$ cat config.mk
export PLATFORM = sky130hd
export DESIGN_NAME = seg7_display_driver_flat
export DESIGN_NICKNAME = d
export VERILOG_FILES = /design/src/rtl/seg7_display_driver_if.sv /design/src/rtl/seg7_display_driver.sv /design/src/flat_wrapper.sv
export SDC_FILE = /design/constraint.sdc
export NUM_CORES = 1
export LEC_CHECK = 0
export CAP_MARGIN = 20
export CORE_UTILIZATION = 45
export CTS_BUF_LIST = sky130_fd_sc_hd__clkbuf_2
export CTS_CLUSTER_DIAMETER = 80
export DETAILED_ROUTE_END_ITERATION = 8
export GPL_ROUTABILITY_DRIVEN = 1
export HOLD_SLACK_MARGIN = 0.12
export PLACE_DENSITY = 0.67
export SETUP_SLACK_MARGIN = 0.02
export SLEW_MARGIN = 20
export SYNTH_ARGS = -nofsm -noshare
export SYNTH_HDL_FRONTEND = slang
export SYNTH_SLANG_ARGS = --single-unit
$ cat constraint.sdc
create_clock -name clk -period 2.95 [get_ports clk]
set_input_delay 0.4425 -clock clk [delete_from_list [all_inputs] [get_ports clk]]
set_output_delay 0.4425 -clock clk [all_outputs]
set_load 0.01 [all_outputs]
$ cat src/rtl/seg7_display_driver_if.sv
// seg7_display_driver_if
// Groups the value/control inputs and the display outputs of the
// seven-segment driver into one bundle.
//   data_in    : 16-bit value to show as four hex digits
//   load       : capture data_in into the shadow register this cycle
//   blank_lz   : 1 = blank leading zero digits (sampled live)
//   dp_mask    : decimal point enable per digit (sampled live)
//   an         : anodes, active-low, bit i = digit i (digit 0 rightmost)
//   seg        : cathodes {g,f,e,d,c,b,a}, active-low
//   dp         : decimal point, active-low
//   frame_tick : one-cycle pulse on the first lit cycle of digit 0
// The driver uses the slave modport; the value source uses master.
interface seg7_display_driver_if;
  logic [15:0] data_in;
  logic        load;
  logic        blank_lz;
  logic [3:0]  dp_mask;
  logic [3:0]  an;
  logic [6:0]  seg;
  logic        dp;
  logic        frame_tick;

  modport slave (
    input  data_in, load, blank_lz, dp_mask,
    output an, seg, dp, frame_tick
  );

  modport master (
    output data_in, load, blank_lz, dp_mask,
    input  an, seg, dp, frame_tick
  );
endinterface

$ cat src/rtl/seg7_display_driver.sv
// seg7_display_driver
// Scanned 4-digit seven-segment driver. A value is captured into a shadow
// register on load and copied into the displayed register only at a frame
// boundary, so a digit pattern never tears mid-scan. Each digit is lit for
// REFRESH_DIV cycles (SHOW) followed by BLANK_CYC dark cycles (GAP).
// Ports:
//   clk : system clock
//   rst : asynchronous, active-high reset
//   bus : seg7_display_driver_if.slave (data_in, load, blank_lz, dp_mask in;
//         an, seg, dp, frame_tick out, all outputs registered)
module seg7_display_driver #(
  parameter int REFRESH_DIV = 100000,
  parameter int BLANK_CYC   = 16
) (
  input  logic                  clk,
  input  logic                  rst,
  seg7_display_driver_if.slave  bus
);

  localparam int MAX_CYC = (REFRESH_DIV > BLANK_CYC) ? REFRESH_DIV : BLANK_CYC;
  localparam int CNT_W   = (MAX_CYC > 1) ? $clog2(MAX_CYC) : 1;
  localparam logic [CNT_W-1:0] SHOW_LAST = CNT_W'(REFRESH_DIV - 1);
  localparam logic [CNT_W-1:0] GAP_LAST  = CNT_W'(BLANK_CYC - 1);
  localparam logic [CNT_W-1:0] CNT_ZERO  = {CNT_W{1'b0}};
  localparam logic [CNT_W-1:0] CNT_ONE   = CNT_W'(1);

  typedef enum logic [0:0] {
    ST_GAP  = 1'b0,
    ST_SHOW = 1'b1
  } state_t;

  state_t           state_r;
  logic [CNT_W-1:0] cnt_r;
  logic [1:0]       idx_r;
  logic [15:0]      shadow_r;
  logic [15:0]      active_r;
  logic [3:0]       an_r;
  logic [6:0]       seg_r;
  logic             dp_r;
  logic             frame_tick_r;

  logic [3:0]       nibble_s;
  logic             blank_s;
  logic [6:0]       seg_code_s;
  logic [3:0]       an_code_s;
  logic             dp_code_s;

  // Hex nibble to active-low gfedcba pattern.
  function automatic logic [6:0] hex_to_seg(input logic [3:0] nib);
    logic [6:0] code;
    case (nib)
      4'h0:    code = 7'h40;
      4'h1:    code = 7'h79;
      4'h2:    code = 7'h24;
      4'h3:    code = 7'h30;
      4'h4:    code = 7'h19;
      4'h5:    code = 7'h12;
      4'h6:    code = 7'h02;
      4'h7:    code = 7'h78;
      4'h8:    code = 7'h00;
      4'h9:    code = 7'h10;
      4'hA:    code = 7'h08;
      4'hB:    code = 7'h03;
      4'hC:    code = 7'h46;
      4'hD:    code = 7'h21;
      4'hE:    code = 7'h06;
      4'hF:    code = 7'h0E;
      default: code = 7'h7F;
    endcase
    return code;
  endfunction

  // Pattern for the currently selected digit; registered by the scan FSM.
  always_comb begin
    nibble_s = 4'h0;
    blank_s  = 1'b0;
    case (idx_r)
      2'd0: begin
        nibble_s = active_r[3:0];
        blank_s  = 1'b0;  // rightmost digit always shows, even a zero
      end
      2'd1: begin
        nibble_s = active_r[7:4];
        blank_s  = bus.blank_lz && (active_r[15:4] == 12'h000);
      end
      2'd2: begin
        nibble_s = active_r[11:8];
        blank_s  = bus.blank_lz && (active_r[15:8] == 8'h00);
      end
      2'd3: begin
        nibble_s = active_r[15:12];
        blank_s  = bus.blank_lz && (active_r[15:12] == 4'h0);
      end
      default: begin
        nibble_s = 4'h0;
        blank_s  = 1'b0;
      end
    endcase

    if (blank_s) begin
      seg_code_s = 7'h7F;
    end else begin
      seg_code_s = hex_to_seg(nibble_s);
    end

    an_code_s = ~(4'b0001 << idx_r);
    dp_code_s = ~bus.dp_mask[idx_r];
  end

  // Shadow capture; repeated loads within a frame simply overwrite.
  always_ff @(posedge clk or posedge rst) begin
    if (rst) begin
      shadow_r <= 16'h0000;
    end else if (bus.load) begin
      shadow_r <= bus.data_in;
    end else begin
      shadow_r <= shadow_r;
    end
  end

  // Scan FSM with registered outputs; outputs reflect the previous cycle's
  // state, which keeps them glitch-free and one cycle behind the counters.
  always_ff @(posedge clk or posedge rst) begin
    if (rst) begin
      state_r      <= ST_GAP;
      cnt_r        <= CNT_ZERO;
      idx_r        <= 2'd0;
      active_r     <= 16'h0000;
      an_r         <= 4'hF;
      seg_r        <= 7'h7F;
      dp_r         <= 1'b1;
      frame_tick_r <= 1'b0;
    end else begin
      case (state_r)
        ST_GAP: begin
          an_r         <= 4'hF;
          seg_r        <= 7'h7F;
          dp_r         <= 1'b1;
          frame_tick_r <= 1'b0;
          if (cnt_r == GAP_LAST) begin
            state_r <= ST_SHOW;
            cnt_r   <= CNT_ZERO;
            // The gap before digit 0 is the frame boundary: take the new value.
            if (idx_r == 2'd0) begin
              active_r <= shadow_r;
            end else begin
              active_r <= active_r;
            end
          end else begin
            cnt_r <= cnt_r + CNT_ONE;
          end
        end
        ST_SHOW: begin
          an_r         <= an_code_s;
          seg_r        <= seg_code_s;
          dp_r         <= dp_code_s;
          frame_tick_r <= (idx_r == 2'd0) && (cnt_r == CNT_ZERO);
          if (cnt_r == SHOW_LAST) begin
            state_r <= ST_GAP;
            cnt_r   <= CNT_ZERO;
            idx_r   <= idx_r + 2'd1;
          end else begin
            cnt_r <= cnt_r + CNT_ONE;
          end
        end
        default: begin
          state_r      <= ST_GAP;
          cnt_r        <= CNT_ZERO;
          idx_r        <= 2'd0;
          an_r         <= 4'hF;
          seg_r        <= 7'h7F;
          dp_r         <= 1'b1;
          frame_tick_r <= 1'b0;
        end
      endcase
    end
  end

  assign bus.an         = an_r;
  assign bus.seg        = seg_r;
  assign bus.dp         = dp_r;
  assign bus.frame_tick = frame_tick_r;

endmodule

$ cat src/flat_wrapper.sv
// flat-port wrapper written by rule: the top's interface ports become plain ports
module seg7_display_driver_flat 
#(
  parameter int REFRESH_DIV = 100000,
  parameter int BLANK_CYC   = 16
)
  (clk, rst, bus_data_in, bus_load, bus_blank_lz, bus_dp_mask, bus_an, bus_seg, bus_dp, bus_frame_tick);
  seg7_display_driver_if bus_i ();
  input  logic clk;
  input  logic rst;
  input wire logic [$bits(bus_i.data_in)-1:0] bus_data_in;
  input wire logic [$bits(bus_i.load)-1:0] bus_load;
  input wire logic [$bits(bus_i.blank_lz)-1:0] bus_blank_lz;
  input wire logic [$bits(bus_i.dp_mask)-1:0] bus_dp_mask;
  output wire logic [$bits(bus_i.an)-1:0] bus_an;
  output wire logic [$bits(bus_i.seg)-1:0] bus_seg;
  output wire logic [$bits(bus_i.dp)-1:0] bus_dp;
  output wire logic [$bits(bus_i.frame_tick)-1:0] bus_frame_tick;
  assign bus_i.data_in = bus_data_in;
  assign bus_i.load = bus_load;
  assign bus_i.blank_lz = bus_blank_lz;
  assign bus_i.dp_mask = bus_dp_mask;
  assign bus_an = bus_i.an;
  assign bus_seg = bus_i.seg;
  assign bus_dp = bus_i.dp;
  assign bus_frame_tick = bus_i.frame_tick;
  seg7_display_driver #(.REFRESH_DIV(REFRESH_DIV), .BLANK_CYC(BLANK_CYC)) u_core (.clk(clk), .rst(rst), .bus(bus_i));
endmodule
# ---- Yosys cells after proc, flatten, opt, wreduce, memory -nomap -nowiden
# Memory sizes are Yosys's and may differ from the RTL's.
# Index checks and enable logic that the tools add are counted.
dict set report totals {
  register_bits 65
  memories 1
  romBits 112
}
# memory words width rd rd_clocked_by_memory_dff write_ports line
set memory_table {}
lappend memory_table {{(no name shown)} 16 7 1 0 0 seg7_display_driver.sv:51} ;# case (nib)
dict set report op_classes {
  n_addsub 2
  n_lt_le_gt_ge 1
  mux 15
  bitwise 3
  n_reduce_logical 11
  n_shift 1
  eq_ne 5
}
# cell n
set ops {}
lappend ops {{$mux 17} 2}
lappend ops {{$pmux 17 s2} 1}
lappend ops {{$add 17x1->17 const B} 1}
lappend ops {{$eq 17x17->1 const B} 1}
lappend ops {{$eq 17x4->1 const B} 1}
lappend ops {{$logic_not 17->1} 1}
lappend ops {{$pmux 4 s4} 1}
lappend ops {{$pmux 7 s2} 1}
lappend ops {{$logic_not 12->1} 1}
lappend ops {{$logic_not 8->1} 1}
lappend ops {{$pmux 4 s2} 1}
lappend ops {{$mux 7} 1}
lappend ops {{$pmux 1 s2} 3}
lappend ops {{$eq 2x2->1 const B} 2}
lappend ops {{$logic_and 1x1->1} 4}
lappend ops {{$logic_not 4->1} 1}
lappend ops {{$not 4->4} 1}
lappend ops {{$pmux 1 s4} 1}
lappend ops {{$shl 1x2->4 const A} 1}
lappend ops {{$lt 2x3->1 const B} 1}
lappend ops {{$mux 1} 3}
lappend ops {{$reduce_and 3->1} 1}
lappend ops {{$add 2x1->2 const B} 1}
lappend ops {{$bmux 1 s2} 1}
lappend ops {{other kinds (4)} 5}

# ---- Logic depth before layout (Yosys ltp)
# Gate-level depths: netlist of run 1.
dict set report logic_depth {
  depth_word 5
  ltp_mapped 9
}

# ---- Least setup slack after synthesis of run 1
# Ideal clock, no wire load.
dict set report synth_timing {
  kind {reg2reg}
  startpoint {register u_core.idx_r[0]}
  endpoint {register u_core.seg_r[5] (netlist: u_core.bus.seg[5])}
  path_stages_with_launch 10
  path_buffers 1
  arrival_time_ns 2.122
  setup_slack_ns 0.715
  period_less_slack_ns 2.235
  setup_ns 0.113
  cell_sequence {dfrtp_1 -> inv_1 -> ha_1 -> clkbuf_1 -> mux2i_1 -> inv_1 -> ha_1 -> mux2_2 -> nand2_1 -> o311ai_0}
}
dict set report synth_via {
  elab_chain_len 5
  word_cells_on_any_way 9
  cone_classes {eq/ne: 3; mux: 4; reduce/logical: 1; memory: 1}
}
# element line
set synth_lines {}
lappend synth_lines {{start: declaration} seg7_display_driver.sv:34} ;# logic [1:0] idx_r;
lappend synth_lines {{start signal: assignment} seg7_display_driver.sv:161} ;# idx_r <= idx_r + 2'd1;
lappend synth_lines {{$eq 2x2->1, or another cell as far along} seg7_display_driver.sv:77} ;# case (idx_r)
lappend synth_lines {{$pmux 4 s4} seg7_display_driver.sv:77}
lappend synth_lines {{$mem_v2 16x7} -}
lappend synth_lines {{$mux 7 (*)} seg7_display_driver.sv:100} ;# if (blank_s) begin
lappend synth_lines {{$pmux 7 s2 (*)} seg7_display_driver.sv:134} ;# case (state_r)
lappend synth_lines {{end signal: assignment} seg7_display_driver.sv:155} ;# seg_r <= seg_code_s;
lappend synth_lines {{end: declaration} seg7_display_driver.sv:38} ;# logic [6:0] seg_r;
# Mark *: on every way between the ends. The rest lies on a longest branch, timed or not.
# A chain may end at the register's enable or synchronous reset.

# ---- Final worst setup path of run 1
# Ends and elaborated chain as after synthesis.

==> flow_summary.html, run 1 <==
<table>
<tr><th>Metric</th><th>Value</th></tr>
<tr><th colspan="2">Floorplan</th></tr>
<tr><td>Die boundary height</td><td>84.2 um</td></tr>
<tr><td>Placement Rows</td><td>29</td></tr>
<tr><td>Count of boundary I/O pins</td><td>37</td></tr>
<tr><td>Core Footprint</td><td>6420 um^2</td></tr>
<tr><td>Horizontal extent of the die</td><td>84.2 um</td></tr>
<tr><td>Initial Utilization</td><td>47.3%</td></tr>
<tr><td>Die Area</td><td>7080 um^2</td></tr>
<tr><th colspan="2">Critical path</th></tr>
<tr><td>Critical Path Fanout Max</td><td>13</td></tr>
<tr><td>Data arrival time of the worst path</td><td>2.87 ns</td></tr>
<tr><td>Largest stage delay, worst path</td><td>0.81 ns</td></tr>
<tr><td>Worst path cell trace</td><td>inv_1 &gt; ha_1 &gt; mux2i_1 &gt; mux2_2 &gt; nand2_1 &gt; o311ai_0</td></tr>
<tr><td>CP required</td><td>3.34 ns</td></tr>
<tr><td>Slowest-stage cell, CP</td><td>sky130_fd_sc_hd__mux2i_1</td></tr>
<tr><td>Worst path buffer plus inverter count</td><td>1</td></tr>
<tr><td>Critical path start-end classification</td><td>reg -&gt; reg</td></tr>
<tr><td>Reg2reg setup slack</td><td>0.47 ns</td></tr>
<tr><td>Critical Path Sink Type</td><td>flop</td></tr>
<tr><td>Worst setup SP type</td><td>flop</td></tr>
<tr><td>Top delay family on crit path</td><td>multiplexers</td></tr>
<tr><th colspan="2">Routing</th></tr>
<tr><td>DRC</td><td>4</td></tr>
<tr><td>Vias after detailed routing</td><td>1951</td></tr>
<tr><td>Average vias per placed instance</td><td>5.30</td></tr>
<tr><td>Starting DRC count in detailed routing</td><td>151</td></tr>
<tr><td>Drt pass-1 iters</td><td>6</td></tr>
<tr><td>Detailed-route wire length</td><td>5.32 mm</td></tr>
<tr><td>Antenna-violating nets left</td><td>0</td></tr>
<tr><td>Wire length per cell after detailed routing</td><td>14.5 um</td></tr>
<tr><th colspan="2">STA</th></tr>
<tr><td>Highest achievable clock rate</td><td>0.403 GHz</td></tr>
<tr><td>Minimum clock period after layout</td><td>2.48 ns</td></tr>
<tr><td>Worst rel slew slack</td><td>37.5%</td></tr>
<tr><td>Fraction of the cycle the final worst path needs</td><td>84.1%</td></tr>
<tr><td>Setup repair after global routing missed its margin</td><td>false</td></tr>
<tr><td>Count of final hold-check violations</td><td>0</td></tr>
<tr><td>Number of pins with negative max-slew slack in the final report</td><td>0</td></tr>
<tr><td>Worst-margin pin slew</td><td>0.912 ns</td></tr>
<tr><td>Setup tns final</td><td>0 ns</td></tr>
<tr><td>Worst clock skew on the final layout</td><td>0.0214 ns</td></tr>
<tr><td>Count of endpoints failing setup in the final report</td><td>0</td></tr>
<tr><th colspan="2">Synth</th></tr>
<tr><td>Number of synthesized flops with an enable pin</td><td>0</td></tr>
<tr><td>Cell type with the largest total area after synthesis</td><td>sky130_fd_sc_hd__dfrtp_1</td></tr>
<tr><td>Most used flip-flop cell after synthesis</td><td>sky130_fd_sc_hd__dfrtp_1</td></tr>
<tr><td>Post-synth net total</td><td>282</td></tr>
<tr><td>Largest cells by area after synthesis</td><td>sky130_fd_sc_hd__dfrtp_1, sky130_fd_sc_hd__dfstp_2, sky130_fd_sc_hd__mux2_2</td></tr>
<tr><td>Number of warnings printed during yosys synthesis</td><td>0</td></tr>
<tr><td>Count of cell types in the netlist</td><td>41</td></tr>
<tr><td>Synthesized netlist cell count</td><td>245</td></tr>
<tr><td>Synthesized area per cell</td><td>12.4 um^2</td></tr>
<tr><td>Most frequent cells after synthesis</td><td>sky130_fd_sc_hd__dfrtp_1, sky130_fd_sc_hd__mux2_2, sky130_fd_sc_hd__nor2_1, sky130_fd_sc_hd__nand2_1, sky130_fd_sc_hd__inv_1</td></tr>
<tr><td>Share of async-settable or async-resettable flops after synthesis</td><td>100%</td></tr>
<tr><td>Proportion of synthesized chip area in sequential cells</td><td>54.0%</td></tr>
<tr><td>Flops &amp; latches, synth</td><td>65</td></tr>
<tr><td>Cell with the most instances after synthesis</td><td>sky130_fd_sc_hd__dfrtp_1</td></tr>
<tr><td>Netlist area before placement</td><td>3040 um^2</td></tr>
<tr><td>Share of the synthesized area in the top cell type</td><td>43.7%</td></tr>
<tr><th colspan="2">CTS</th></tr>
<tr><td>Sinks on the clock net</td><td>65</td></tr>
<tr><td>Number of clock buffers inserted by TritonCTS</td><td>9</td></tr>
<tr><td>Clk Latency, worst-skew pair</td><td>0.50 ns</td></tr>
<tr><td>CTS tree</td><td>yes</td></tr>
<tr><td>CTS Hold Bufs</td><td>0</td></tr>
<tr><td>Post-cts resize count</td><td>0</td></tr>
<tr><td>Reg clk slew, reported paths</td><td>0.20 ns</td></tr>
<tr><td>Number of H-tree branching levels</td><td>3</td></tr>
<tr><td>Max Root-Sink Buffers</td><td>2</td></tr>
<tr><td>Number of setup buffers added after CTS</td><td>0</td></tr>
<tr><td>Clock tree root buffer cell</td><td>sky130_fd_sc_hd__clkbuf_2</td></tr>
<tr><th colspan="2">Power</th></tr>
<tr><td>Switching power as a share of total power</td><td>25.3%</td></tr>
<tr><td>Cell area power density</td><td>508 nW/um^2</td></tr>
<tr><td>Switching power total</td><td>464 uW</td></tr>
<tr><td>Logic gate share of total power</td><td>12.0%</td></tr>
<tr><td>Internal power summed over all cells</td><td>1370 uW</td></tr>
<tr><td>Total chip power</td><td>1840 uW</td></tr>
<tr><td>Leakage component of the power</td><td>0.00164 uW</td></tr>
<tr><td>Flop pwr share</td><td>54.4%</td></tr>
<tr><td>Worst supply voltage drop on vdd</td><td>0.284 mV</td></tr>
<tr><td>Proportion of power drawn by the clock network</td><td>33.6%</td></tr>
<tr><th colspan="2">Min path</th></tr>
<tr><td>Worst min-delay path category</td><td>in -&gt; async</td></tr>
<tr><th colspan="2">Place</th></tr>
<tr><td>DP Wirelength</td><td>3.83 mm</td></tr>
<tr><td>Standard cell area after detailed placement</td><td>3480 um^2</td></tr>
<tr><td>Post-placement cell count</td><td>352</td></tr>
<tr><td>Number of input and output port buffers inserted</td><td>36</td></tr>
<tr><td>Final estimated routing congestion in global placement</td><td>0.779</td></tr>
<tr><th colspan="2">Global route</th></tr>
<tr><td>Maximum number of pins on one net before global-route repair</td><td>40</td></tr>
<tr><td>Remaining global-route overflow</td><td>0</td></tr>
<tr><td>Initial antenna violation count</td><td>0</td></tr>
<tr><td>Most Used Layer, Global Route</td><td>met2</td></tr>
<tr><td>Global-route track usage on met1</td><td>25.0%</td></tr>
<tr><td>Met3 layer usage reported by global route</td><td>4.23%</td></tr>
<tr><td>Total track usage</td><td>17.5%</td></tr>
<tr><td>Vias in the first global route</td><td>1975</td></tr>
<tr><td>First-pass GRT wire length</td><td>9.61 mm</td></tr>
<tr><td>Met2 demand-to-capacity share in global routing</td><td>25.0%</td></tr>
<tr><th colspan="2">Finish</th></tr>
<tr><td>Nets</td><td>323</td></tr>
<tr><td>Area added between synthesis and finish</td><td>19.2%</td></tr>
<tr><td>Fraction of layout cells with a size suffix above 1</td><td>23.4%</td></tr>
<tr><td>Summed area of non-filler cells in the final layout</td><td>3620 um^2</td></tr>
<tr><td>Post-route non-filler standard cell count</td><td>368</td></tr>
<tr><td>Fill count</td><td>552</td></tr>
<tr><td>Diodes inserted</td><td>0</td></tr>
<tr><td>Post-Route Utilization</td><td>56.4%</td></tr>
<tr><th colspan="2">Run</th></tr>
<tr><td>Maximum capacitance violations</td><td>0</td></tr>
<tr><th colspan="2">Status</th></tr>
<tr><td>Outcome</td><td>finished, violations left</td></tr>
<tr><td>Violations in the final reports</td><td>DRC</td></tr>
</table>
[flip-flops by register name, summed over array words and instances (netlist names)]
| name | cells |
|---|---|
| u_core.bus.frame_tick | 1 |
| u_core.idx_r | 2 |
| u_core.cnt_r | 17 |
| u_core.bus.seg | 7 |
| u_core.shadow_r | 16 |
| u_core.bus.an | 4 |
| u_core.active_r | 16 |
| u_core.state_r | 1 |
| u_core.bus.dp | 1 |
[final timing paths]
path,start,to,cells after the start
worst max register to register,u_core.idx_r[0],u_core.bus.seg[5],6
worst max-delay path,u_core.idx_r[0],u_core.bus.seg[5],6
max in group asynchronous,rst,u_core.bus.seg[4],3
worst min register to register,u_core.cnt_r[14],u_core.cnt_r[14],1
min in group clk,u_core.cnt_r[14],u_core.cnt_r[14],1
worst min-delay path,rst,u_core.cnt_r[2],2
[layer usage]
layer | routed length, um | part of all wire, %
met1 | 2630 | 49
met4 | 95 | 1.8
met5 | 0 | 0
met3 | 231 | 4.3
met2 | 2370 | 45
[stage by stage]
stage | hold WS (ns) | setup WS (ns)
after floorplan | 0.454 | 0.715
after global placement | 0.482 | 0.603
after detailed placement | 0.482 | 0.497
after CTS | 0.269 | 0.464
after global routing | 0.305 | 0.213
final | 0.292 | 0.469
[cell families after synthesis]
family | count (synthesis) | share of synthesized area [%]
AO/OA/AOI/OAI | 19 | 4.70
XOR/XNOR | 16 | 4.61
adder cells (fa/ha/maj) | 13 | 5.35
buffers and inverters | 22 | 3.01
flip-flops | 65 | 54.0
multiplexers | 41 | 16.6
AND/OR/NAND/NOR | 69 | 11.7
[final cells by class]
class | count | area, um^2 | area share [%]
Tap cell | 77 | 96.3 | 2.66
Inverter | 15 | 56.3 | 1.56
Clock buffer | 9 | 45.0 | 1.24
Multi-Input combinational cell | 158 | 1310 | 36.1
Clock inverter | 7 | 95.1 | 2.63
Sequential cell | 65 | 1640 | 45.4
Timing Repair Buffer | 37 | 380 | 10.5
[power groups by stage]
stage | combinational, uW | sequential (uW) | clock, uW
5_1_grt | 244 | 1010 | 673
3_5_place_dp | 223 | 1020 | 0
2_1_floorplan | 123 | 1010 | 0
6_report | 220 | 1000 | 618
3_3_place_gp | 218 | 1010 | 0
4_1_cts | 224 | 1000 | 636
[worst register-to-register path: cells and delay by family, from the launching register on]
family          cells  cell delay [ns]
mux                 2             1.22
flops               1             0.48
fa+ha+maj           1             0.34
compound gates      1             0.14
buf+inv             1             0.13
simple gates        1             0.07
[cells in the final DEF, fill, tap and decap left out, drive strengths merged, types with 9 or more instances in the layout]
| cell type | instances |
|---|---|
| dfrtp | 53 |
| clkdlybuf4s50 | 36 |
| mux2 | 35 |
| nor2 | 18 |
| nand2 | 18 |
| inv | 15 |
| ha | 13 |
| dfstp | 12 |
| nand3 | 9 |
| xnor2 | 9 |
| clkbuf | 9 |
Note: power is estimated with default switching activity, not from simulation.
==> run 2, diff against run 1 <==
Clock period 2.95 ns to 2.32 ns, I/O delays scaled along.
==> run 2 against run 1 <==
  * The run still ends with DRC left
  * Cell count increased by 3.5%
  * Clock-buffer cell count unchanged
  * Setup slack got worse by 0.32 ns
  * Total power increased by 20%
  * Critical path type unchanged
  * Largest power group unchanged
  * Highest routed layer unchanged
==> flow_summary.html, run 2 (synthesis results as in run 1) <==
<table>
<tr><th>Metric</th><th>Value</th></tr>
<tr><th colspan="2">STA</th></tr>
<tr><td>Minimum clock period after layout</td><td>2.17 ns</td></tr>
<tr><td>Highest achievable clock rate</td><td>0.460 GHz</td></tr>
<tr><td>Fraction of the cycle the final worst path needs</td><td>93.7%</td></tr>
<tr><td>Worst rel slew slack</td><td>60.7%</td></tr>
<tr><td>PnR worst setup slack</td><td>0.146 ns</td></tr>
<tr><td>Number of pins with negative max-slew slack in the final report</td><td>0</td></tr>
<tr><td>Worst clock skew on the final layout</td><td>0.0172 ns</td></tr>
<tr><td>Count of endpoints failing setup in the final report</td><td>0</td></tr>
<tr><td>Count of final hold-check violations</td><td>0</td></tr>
<tr><td>Worst-margin pin slew</td><td>0.587 ns</td></tr>
<tr><th colspan="2">Routing</th></tr>
<tr><td>Amount of wire on met2 after detailed routing</td><td>2.43 mm</td></tr>
<tr><td>Uppermost signal routing layer after detailed routing</td><td>met4</td></tr>
<tr><td>Antenna-violating nets left</td><td>0</td></tr>
<tr><td>Met1 Wirelength</td><td>2.72 mm</td></tr>
<tr><td>DRC</td><td>4</td></tr>
<tr><td>Detailed-route wire length</td><td>5.43 mm</td></tr>
<tr><td>Wire length per cell after detailed routing</td><td>14.2 um</td></tr>
<tr><td>Drt pass-1 iters</td><td>6</td></tr>
<tr><td>Average vias per placed instance</td><td>5.21</td></tr>
<tr><td>Starting DRC count in detailed routing</td><td>145</td></tr>
<tr><td>Met3 Wirelength</td><td>160 um</td></tr>
<tr><td>Vias after detailed routing</td><td>1986</td></tr>
<tr><th colspan="2">Critical path</th></tr>
<tr><td>Depth of the worst register-to-register path</td><td>8</td></tr>
<tr><td>Worst setup SP type</td><td>flop</td></tr>
<tr><td>Reg2Reg Capture Point</td><td>u_core.bus.seg[3]</td></tr>
<tr><td>Critical register-to-register path startpoint</td><td>u_core.idx_r[0]</td></tr>
<tr><td>Critical path start-end classification</td><td>reg -&gt; reg</td></tr>
<tr><td>Data arrival time of the worst path</td><td>2.56 ns</td></tr>
<tr><td>Crit path depth</td><td>8</td></tr>
<tr><td>Worst path buffer plus inverter count</td><td>2</td></tr>
<tr><td>CP required</td><td>2.71 ns</td></tr>
<tr><td>Worst setup path end</td><td>u_core.bus.seg[3]</td></tr>
<tr><td>Worst path cell trace</td><td>inv_1 &gt; ha_1 &gt; mux2i_1 &gt; inv_1 &gt; ha_1 &gt; nor2_1 &gt; a211oi_1 &gt; o21ai_1</td></tr>
<tr><td>Reg2reg setup slack</td><td>0.15 ns</td></tr>
<tr><td>Largest stage delay, worst path</td><td>0.47 ns</td></tr>
<tr><td>Top delay family on crit path</td><td>adder cells</td></tr>
<tr><td>Critical Path Sink Type</td><td>flop</td></tr>
<tr><td>Startpoint of the worst setup timing path</td><td>u_core.idx_r[0]</td></tr>
<tr><td>Slowest-stage cell, CP</td><td>sky130_fd_sc_hd__dfrtp_2</td></tr>
<tr><td>Critical Path Fanout Max</td><td>5</td></tr>
<tr><th colspan="2">Finish</th></tr>
<tr><td>Commonest non-fill, non-tap cells in the layout</td><td>sky130_fd_sc_hd__dfrtp_1, sky130_fd_sc_hd__clkdlybuf4s50_1, sky130_fd_sc_hd__mux2_2</td></tr>
<tr><td>Most common cell after layout, fill and taps aside</td><td>sky130_fd_sc_hd__dfrtp_1</td></tr>
<tr><td>Nets</td><td>336</td></tr>
<tr><td>Flip-flop count of the largest register, all copies and words added</td><td>17</td></tr>
<tr><td>Post-Route Utilization</td><td>57.7%</td></tr>
<tr><td>Largest register by flop count</td><td>u_core.cnt_r</td></tr>
<tr><td>Fraction of layout cells with a size suffix above 1</td><td>28.3%</td></tr>
<tr><td>Area added between synthesis and finish</td><td>21.9%</td></tr>
<tr><td>Largest registers</td><td>u_core.cnt_r x17, u_core.active_r x16, u_core.shadow_r x16</td></tr>
<tr><td>Diodes inserted</td><td>0</td></tr>
<tr><th colspan="2">Power</th></tr>
<tr><td>Cell area power density</td><td>597 nW/um^2</td></tr>
<tr><td>Leakage component of the power</td><td>0.00166 uW</td></tr>
<tr><td>Logic gate share of total power</td><td>13.9%</td></tr>
<tr><td>Switching power as a share of total power</td><td>25.5%</td></tr>
<tr><td>Flop pwr share</td><td>57.5%</td></tr>
<tr><td>Proportion of power drawn by the clock network</td><td>28.6%</td></tr>
<tr><td>Switching power total</td><td>564 uW</td></tr>
<tr><td>Internal power summed over all cells</td><td>1650 uW</td></tr>
<tr><td>Worst supply voltage drop on vdd</td><td>0.314 mV</td></tr>
<tr><th colspan="2">CTS</th></tr>
<tr><td>Number of H-tree branching levels</td><td>3</td></tr>
<tr><td>Sinks on the clock net</td><td>65</td></tr>
<tr><td>Reg clk slew, reported paths</td><td>0.18 ns</td></tr>
<tr><td>Number of clock buffers inserted by TritonCTS</td><td>9</td></tr>
<tr><td>Clk Latency, worst-skew pair</td><td>0.47 ns</td></tr>
<tr><td>Max Root-Sink Buffers</td><td>2</td></tr>
<tr><td>CTS Hold Bufs</td><td>0</td></tr>
<tr><td>Clock tree root buffer cell</td><td>sky130_fd_sc_hd__clkbuf_2</td></tr>
<tr><td>CTS tree</td><td>yes</td></tr>
<tr><th colspan="2">Global route</th></tr>
<tr><td>Total track usage</td><td>17.4%</td></tr>
<tr><td>Initial antenna violation count</td><td>0</td></tr>
<tr><td>Maximum number of pins on one net before global-route repair</td><td>47</td></tr>
<tr><td>Vias in the first global route</td><td>2018</td></tr>
<tr><td>First-pass GRT wire length</td><td>9.67 mm</td></tr>
<tr><td>Remaining global-route overflow</td><td>0</td></tr>
<tr><th colspan="2">Status</th></tr>
<tr><td>Outcome</td><td>finished, violations left</td></tr>
<tr><td>Violations in the final reports</td><td>DRC</td></tr>
<tr><th colspan="2">Floorplan</th></tr>
<tr><td>Core Footprint</td><td>6420 um^2</td></tr>
<tr><td>Initial Utilization</td><td>47.3%</td></tr>
<tr><td>Horizontal extent of the die</td><td>84.2 um</td></tr>
<tr><td>Placement Rows</td><td>29</td></tr>
<tr><td>Count of boundary I/O pins</td><td>37</td></tr>
<tr><td>Die Area</td><td>7080 um^2</td></tr>
<tr><td>Die boundary height</td><td>84.2 um</td></tr>
<tr><th colspan="2">Place</th></tr>
<tr><td>DP Wirelength</td><td>3.75 mm</td></tr>
<tr><td>Final estimated routing congestion in global placement</td><td>0.851</td></tr>
<tr><td>Dpl ws</td><td>0.0138 ns</td></tr>
<tr><td>Number of input and output port buffers inserted</td><td>36</td></tr>
<tr><th colspan="2">Run</th></tr>
<tr><td>Maximum capacitance violations</td><td>0</td></tr>
<tr><th colspan="2">Min path</th></tr>
<tr><td>Worst min-delay path category</td><td>in -&gt; async</td></tr>
</table>
[run 2: worst register-to-register path, delay by kind of cell (launching register included)]
family,cells,cell delay (ns)
adder cells (fa/ha/maj),2,0.64
flip-flops,1,0.47
multiplexers,1,0.36
AO/OA/AOI/OAI,2,0.30
buffers and inverters,2,0.27
AND/OR/NAND/NOR,1,0.05
[run 2: how the worst min path moves through the flow]
stage | startpoint | endpoint | slack (ns) | cells past startpoint
detailed placement | u_core.cnt_r[14] | u_core.cnt_r[14] | 0.49 | 1
global route | rst | u_core.bus.frame_tick | 0.16 | 2
CTS | rst | u_core.bus.frame_tick | 0.13 | 2
floorplan | u_core.shadow_r[11] | u_core.active_r[11] | 0.45 | 1
global placement | u_core.cnt_r[14] | u_core.cnt_r[14] | 0.48 | 1
finish | rst | u_core.cnt_r[2] | 0.16 | 2
[run 2: layer usage]
layer  global-route usage [%]  vias up
met3                     3.15       10
met1                     25.3      976
met5                        0        -
li1                         -      966
met2                     25.0       34
met4                     8.93        0
[run 2: layout make-up]
type,instances,area (um^2)
Clock inverter,7,61.3
Clock buffer,9,45.0
Sequential cell,65,1640
Fill cell,557,2720
Multi-Input combinational cell,158,1320
Tap cell,77,96.3
Inverter,15,56.3
Timing Repair Buffer,50,478
[run 2: power by group through the flow]
stage / Sequential [uW] / Combinational (uW) / Clock (uW)
floorplan: 1290 / 157 / 0
global placement: 1290 / 284 / 0
detailed placement: 1290 / 288 / 0
CTS: 1270 / 295 / 662
global route: 1280 / 337 / 710
finish: 1270 / 306 / 633
[run 2: timing repair]
| item | CTS | global route |
|---|---|---|
| endpoints found under the setup margin | 2 | 4 |
| setup buffers | 3 | 6 |
| resized for setup | 1 | 8 |
| pin swaps | 0 | 2 |
[run 2: through the flow]
step,TNS (ns),instance area [um^2],hold slack (ns),std cells,power (uW)
6_report,0,3700,0.163,381,2210
4_1_cts,0,3640,0.132,375,2230
3_5_place_dp,0,3510,0.490,356,1580
3_3_place_gp,0,3510,0.482,356,1570
2_1_floorplan,0,3040,0.454,245,1450
5_1_grt,-0.0132,3700,0.161,381,2330
